<file path="config.mk">
export PLATFORM = sky130hd
export DESIGN_NAME = ltc2308_emulator
export DESIGN_NICKNAME = d
export VERILOG_FILES = /design/src/rtl/ltc2308_pkg.sv /design/src/rtl/ltc2308_sync_edge.sv /design/src/rtl/ltc2308_emulator.sv
export SDC_FILE = /design/constraint.sdc
export NUM_CORES = 1
export LEC_CHECK = 0
export BUFFER_PORTS_ARGS = -buffer_cell sky130_fd_sc_hd__buf_2
export CAP_MARGIN = 20
export CORE_MARGIN = 2
export CORE_UTILIZATION = 35
export DETAILED_ROUTE_END_ITERATION = 10
export GPL_ROUTABILITY_DRIVEN = 0
export MAX_ROUTING_LAYER = met4
export PLACE_DENSITY = 0.6
export SYNTH_ARGS = -nofsm -noshare
export SYNTH_HDL_FRONTEND = slang
export SYNTH_HIERARCHICAL = 1
export SYNTH_SLANG_ARGS = --single-unit
</file>
<file path="constraint.sdc">
create_clock -name clock -period 3.8 [get_ports clock]
set_input_delay 0.57 -clock clock [delete_from_list [all_inputs] [get_ports clock]]
set_output_delay 0.57 -clock clock [all_outputs]
set_load 0.05 [all_outputs]
</file>
<file path="src/rtl/ltc2308_pkg.sv">
// Shared types and constants for the LTC2308 responder model.
package ltc2308_pkg;

  localparam int DATA_BITS = 12;
  localparam int CFG_BITS  = 6;

  // Config word bit positions: {S/D, O/S, S1, S0, UNI, SLP}
  localparam int CFG_SD  = 5;
  localparam int CFG_OS  = 4;
  localparam int CFG_S1  = 3;
  localparam int CFG_S0  = 2;
  localparam int CFG_UNI = 1;
  localparam int CFG_SLP = 0;

  typedef enum logic [1:0] {
    IDLE  = 2'd0,
    CONV  = 2'd1,
    READ  = 2'd2,
    SLEEP = 2'd3
  } state_t;

  // Unipolar passes the offset-binary sample through; bipolar flips the MSB
  // to turn offset binary into two's complement.
  function automatic logic [DATA_BITS-1:0] to_output_code(
    input logic [DATA_BITS-1:0] sample,
    input logic                 uni
  );
    return uni ? sample : {~sample[DATA_BITS-1], sample[DATA_BITS-2:0]};
  endfunction

endpackage

</file>
<file path="src/rtl/ltc2308_sync_edge.sv">
// N-stage synchronizer for an asynchronous input with rise/fall pulses
// taken from the synchronized level.
module ltc2308_sync_edge #(
  parameter int STAGES = 2
) (
  input  logic clock,
  input  logic reset_n,
  input  logic din,
  output logic rise,
  output logic fall
);

  logic [STAGES-1:0] sync_q;
  logic              prev_q;

  // Shift the input through the synchronizer and keep one more delayed copy
  always_ff @(posedge clock or negedge reset_n) begin
    if (!reset_n) begin
      sync_q <= '0;
      prev_q <= 1'b0;
    end else begin
      sync_q <= {sync_q[STAGES-2:0], din};
      prev_q <= sync_q[STAGES-1];
    end
  end

  assign rise = sync_q[STAGES-1] & ~prev_q;
  assign fall = ~sync_q[STAGES-1] & prev_q;

endmodule

</file>
<file path="src/rtl/ltc2308_emulator.sv">
// Device-side model of the LTC2308 12-bit SPI ADC: runs a fixed-length
// conversion on CONVST, shifts the result out on SDO MSB-first and captures
// the 6-bit config word on SDI for the next conversion.
// Optional: define LTC2308_EMU_SLEEP_EN to make the SLP config bit enter a
// sleep state after the frame (the next CONVST rise only wakes the device).
//
// Handshake: sample_req pulses for one cycle when a conversion starts;
// sample_cfg/sample_chan stay valid from that cycle until the next pulse.
// sample_data is captured on the last conversion cycle.
module ltc2308_emulator
  import ltc2308_pkg::*;
#(
  parameter int          CONV_CYCLES = 64,
  parameter int          SYNC_STAGES = 2,
  parameter logic [5:0]  CFG_RESET   = 6'b100010
) (
  input  logic        clock,
  input  logic        reset_n,
  input  logic        CONVST,
  input  logic        SCK,
  input  logic        SDI,
  output logic        SDO,
  input  logic [11:0] sample_data,
  output logic [2:0]  sample_chan,
  output logic [5:0]  sample_cfg,
  output logic        sample_req,
  output logic        busy,
  output logic [1:0]  dbg_state
);

  localparam int CNT_W = $clog2(CONV_CYCLES) + 1;
  localparam logic [CNT_W-1:0] CNT_LAST = CNT_W'(CONV_CYCLES - 1);

  state_t                state;
  logic [CNT_W-1:0]      cnt;
  logic [DATA_BITS-1:0]  shreg;
  logic [3:0]            bit_cnt;
  logic [2:0]            sdi_cnt;
  logic [CFG_BITS-1:0]   cfg_shift;
  logic [CFG_BITS-1:0]   cfg_next;
  logic [SYNC_STAGES-1:0] sdi_q;

  logic convst_rise, convst_fall, sck_rise, sck_fall;
  logic sdi_s;
  logic unused_convst_fall;

  ltc2308_sync_edge #(.STAGES(SYNC_STAGES)) u_sync_convst (
    .clock   (clock),
    .reset_n (reset_n),
    .din     (CONVST),
    .rise    (convst_rise),
    .fall    (convst_fall)
  );

  ltc2308_sync_edge #(.STAGES(SYNC_STAGES)) u_sync_sck (
    .clock   (clock),
    .reset_n (reset_n),
    .din     (SCK),
    .rise    (sck_rise),
    .fall    (sck_fall)
  );

  assign unused_convst_fall = convst_fall;

  // SDI goes through the same depth as SCK so it is aligned with sck_rise
  always_ff @(posedge clock or negedge reset_n) begin
    if (!reset_n) sdi_q <= '0;
    else          sdi_q <= {sdi_q[SYNC_STAGES-2:0], SDI};
  end
  assign sdi_s = sdi_q[SYNC_STAGES-1];

  // Config that takes effect when a frame ends or is aborted: only a full word
  logic [CFG_BITS-1:0] frame_cfg;
  logic [CFG_BITS-1:0] start_cfg;
  logic                start_conv;
  assign frame_cfg  = (sdi_cnt == 3'd6) ? cfg_shift : cfg_next;
  assign start_cfg  = (state == READ) ? frame_cfg : cfg_next;
  assign start_conv = convst_rise && ((state == IDLE) || (state == READ));

  // Main sequencer: conversion timing, readout shifting and config capture
  always_ff @(posedge clock or negedge reset_n) begin
    if (!reset_n) begin
      state      <= IDLE;
      cnt        <= '0;
      shreg      <= '0;
      bit_cnt    <= '0;
      sdi_cnt    <= '0;
      cfg_shift  <= '0;
      cfg_next   <= CFG_RESET;
      sample_cfg <= CFG_RESET;
      sample_req <= 1'b0;
      busy       <= 1'b0;
    end else begin
      sample_req <= 1'b0;
      if (start_conv) begin
        // CONVST wins over any SCK edge on the same cycle
        state      <= CONV;
        cfg_next   <= start_cfg;
        sample_cfg <= start_cfg;
        sample_req <= 1'b1;
        busy       <= 1'b1;
        cnt        <= '0;
      end else begin
        case (state)
          CONV: begin
            cnt <= cnt + 1'b1;
            if (cnt == CNT_LAST) begin
              shreg   <= to_output_code(sample_data, sample_cfg[CFG_UNI]);
              busy    <= 1'b0;
              bit_cnt <= '0;
              sdi_cnt <= '0;
              state   <= READ;
            end
          end
          READ: begin
            if (sck_rise && (sdi_cnt < 3'd6)) begin
              cfg_shift <= {cfg_shift[CFG_BITS-2:0], sdi_s};
              sdi_cnt   <= sdi_cnt + 1'b1;
            end
            if (sck_fall) begin
              shreg   <= {shreg[DATA_BITS-2:0], 1'b0};
              bit_cnt <= bit_cnt + 1'b1;
              if (bit_cnt == 4'd11) begin
                cfg_next <= frame_cfg;
`ifdef LTC2308_EMU_SLEEP_EN
                state    <= sample_cfg[CFG_SLP] ? SLEEP : IDLE;
`else
                state    <= IDLE;
`endif
              end
            end
          end
          SLEEP: begin
            if (convst_rise) state <= IDLE;
          end
          default: ;
        endcase
      end
    end
  end

  assign SDO         = (state == READ) & shreg[DATA_BITS-1];
  assign sample_chan = {sample_cfg[CFG_S1], sample_cfg[CFG_S0], sample_cfg[CFG_OS]};
  assign dbg_state   = state;

endmodule
</file>
==> flow_summary.yaml <==
status:
  outcome: "finished clean"
floorplanning:
  die_x_um: 92.7
  core_mm2: 0.00769
  die_area_mm2: 0.00859
  die-height_um: 92.7
  pin_count: 31
  start_util_pct: 35.8
  rows: 32
clocking:
  root_buffer: "clkbuf_8"
  clk_path_buf_depth: 2
  cts-resized-gates: 0
  cts_tree: "done"
  cts_sinks: 56
  clock_tree.htree_level_count: 2
  clk_pin_slew_ns: 0.10
  clock_latency_ns: 0.30
  ctsHoldBuffers: 0
  numCtsBuffers: 5
  postCtsSetupRepairBufs: 0
logic_synthesis:
  syn-cell-area_mm2: 0.00275
  synth_nets: 260
  synthCells: 235
  yosys_warnings: 6
  avgSynthCellArea_um2: 11.7
timing:
  setup_tns_ns: 0
  fmax_mhz: 394
  slew_headroom_pct: 52.0
  fin_hold_ws_ns: 0.302
  fin_crit_sh_pct: 66.8
  setup_violations: 0
  skew_ns: 0.00443
  worstMarginPinSlew_ns: 0.719
  hold_viol_final: 0
  rsz0062_at_grt: "false"
  post-route-min-period_ns: 2.54
  finalMaxSlewViolations: 0
global_routing:
  grt_max_degree: 32
  grt_pass1_vias: 1909
  overflow: 0
  antenna_found_initial: 0
  grtUsageTotal_pct: 12.9
  grt_pass1_wl_mm: 8.84
finish:
  final_net_count: 287
  area_growth_pct: 11.9
  diodes: 0
  final_core_util_pct: 40.1
  drive_above_1_share_pct: 27.8
critical_path:
  r2r_end: "cfg_shift[1]$_DFFE_PN0P_"
  path_class: "flip-flop to output port"
  critPathSlowestCell: "dfrtp_1"
  worstPathMaxFanout: 28
  path_cells: "inv_1 > ha_1 > buf_4 > and2_1 > buf_2"
  rr_worst_depth: 6
  critPathCapture: "SDO"
  setup.worst_path.start: "dbg_state[0]$_DFFE_PN0P_"
  timing.rr.start: "dbg_state[0]$_DFFE_PN0P_"
  slowest_delay_ns: 0.50
  cp-end-kind: "output port"
  cp.required_ns: 3.23
  worstPathArrival_ns: 1.97
  rrSetupSlack_ns: 1.39
  start_kind: "flip-flop"
placed_design:
  hpwlAfterDp_mm: 3.54
  portBuffers: 30
drt:
  drc: 0
  ant_nets: 0
  wire_per_inst_um: 13.8
  wl_mm: 5.04
  vias: 1836
  dr.pass1.iters: 4
  drtIter0Drc: 72
  viasPerCell: 5.03
pwr:
  p_total_mw: 2.29
  peakVddDrop_v: 0.000294
  powerDensity_mw_per_mm2: 743
  p_leak_nw: 1.43
run:
  drv_cap: 0
worst_hold_path:
  min_path_type: "primary input to asynchronous set/reset pin"
==> worst max-delay path, delay by kind of cell (launching register included) <==
kind,cells,cell delay (ns)
adders and majority gates,1,0.23
buffers and inverters,3,0.76
DFF,1,0.50
and+or+nand+nor,1,0.18
==> power by group <==
group          internal, mW  switching [mW]  total (mW)
Clock                 0.216           0.191       0.407
Sequential            0.764           0.149       0.913
Combinational         0.392           0.577       0.969
Total                  1.37           0.918        2.29
==> layer usage <==
metal	up-vias	wire length (um)	part of all wire (%)	track usage [%]
met3	2	99	2.0	2.44
li1	910	-	-	-
met5	-	0	0	-
met1	904	2470	49	16.5
met4	0	38	0.75	3.31
met2	20	2430	48	21.4
==> placed cells by master, fill, tap and decap left out, types with 2 or more instances in the layout <==
| master | instances |
|---|---|
| o211ai_4 | 2 |
| buf_4 | 3 |
| nand2_1 | 14 |
| nor2b_1 | 2 |
| inv_1 | 6 |
| mux2_4 | 7 |
| nand3_1 | 6 |
| and3_1 | 2 |
| mux2_2 | 7 |
| dfstp_2 | 4 |
| o21ai_2 | 2 |
| buf_2 | 30 |
| o21ai_0 | 32 |
| a31oi_1 | 4 |
| nor2_1 | 4 |
| ha_1 | 8 |
| nand2b_1 | 3 |
| dfrtp_1 | 52 |
| mux2i_1 | 16 |
| o21ai_1 | 12 |
| clkbuf_8 | 6 |
| a21bo_2 | 2 |
| o31ai_1 | 6 |
| nor3_1 | 3 |
| nand4b_1 | 2 |
==> metrics by stage <==
stage               cell area (um^2)  cells  worst slack (ns)
floorplan                       2750    235              1.28
global placement                2960    357              1.45
detailed placement              2960    357              1.40
CTS                             3080    365              1.24
global route                    3080    365              1.13
finish                          3080    365              1.26
==> final cells by class <==
cell class	instances	area, um^2
fillers	754	4610
repair buffers	33	173
multi-input cells	159	1230
flip-flops and latches	56	1410
inverters	7	26.3
clock buffers	6	82.6
clock inverters	2	38.8
well taps	102	128
==> sequential cells by signal, indices dropped and copies added, names as in the netlist <==
name                  cells
bit_cnt                   4
sample_cfg                6
dbg_state                 2
cfg_shift                 6
cnt                       7
u_sync_sck/sync_q         2
busy                      1
sdi_q                     2
sdi_cnt                   3
cfg_next                  6
shreg                    12
u_sync_convst/sync_q      2
u_sync_convst/prev_q      1
u_sync_sck/prev_q         1
sample_req                1
==> worst min-delay path by stage <==
stage                     cells after the start  slack, ns                                end
after floorplan                               0       0.27             bit_cnt[0]$_DFFE_PN0P_
after global placement                        0       0.34  u_sync_convst/sync_q[1]$_DFF_PN0_
after detailed placement                      0       0.34  u_sync_convst/sync_q[1]$_DFF_PN0_
after CTS                                     1       0.33               sample_req$_DFF_PN0_
after global routing                          1       0.34               sample_req$_DFF_PN0_
final                                         1       0.30                 cnt[2]$_DFFE_PN0N_
(Power assumes the default switching activity.)
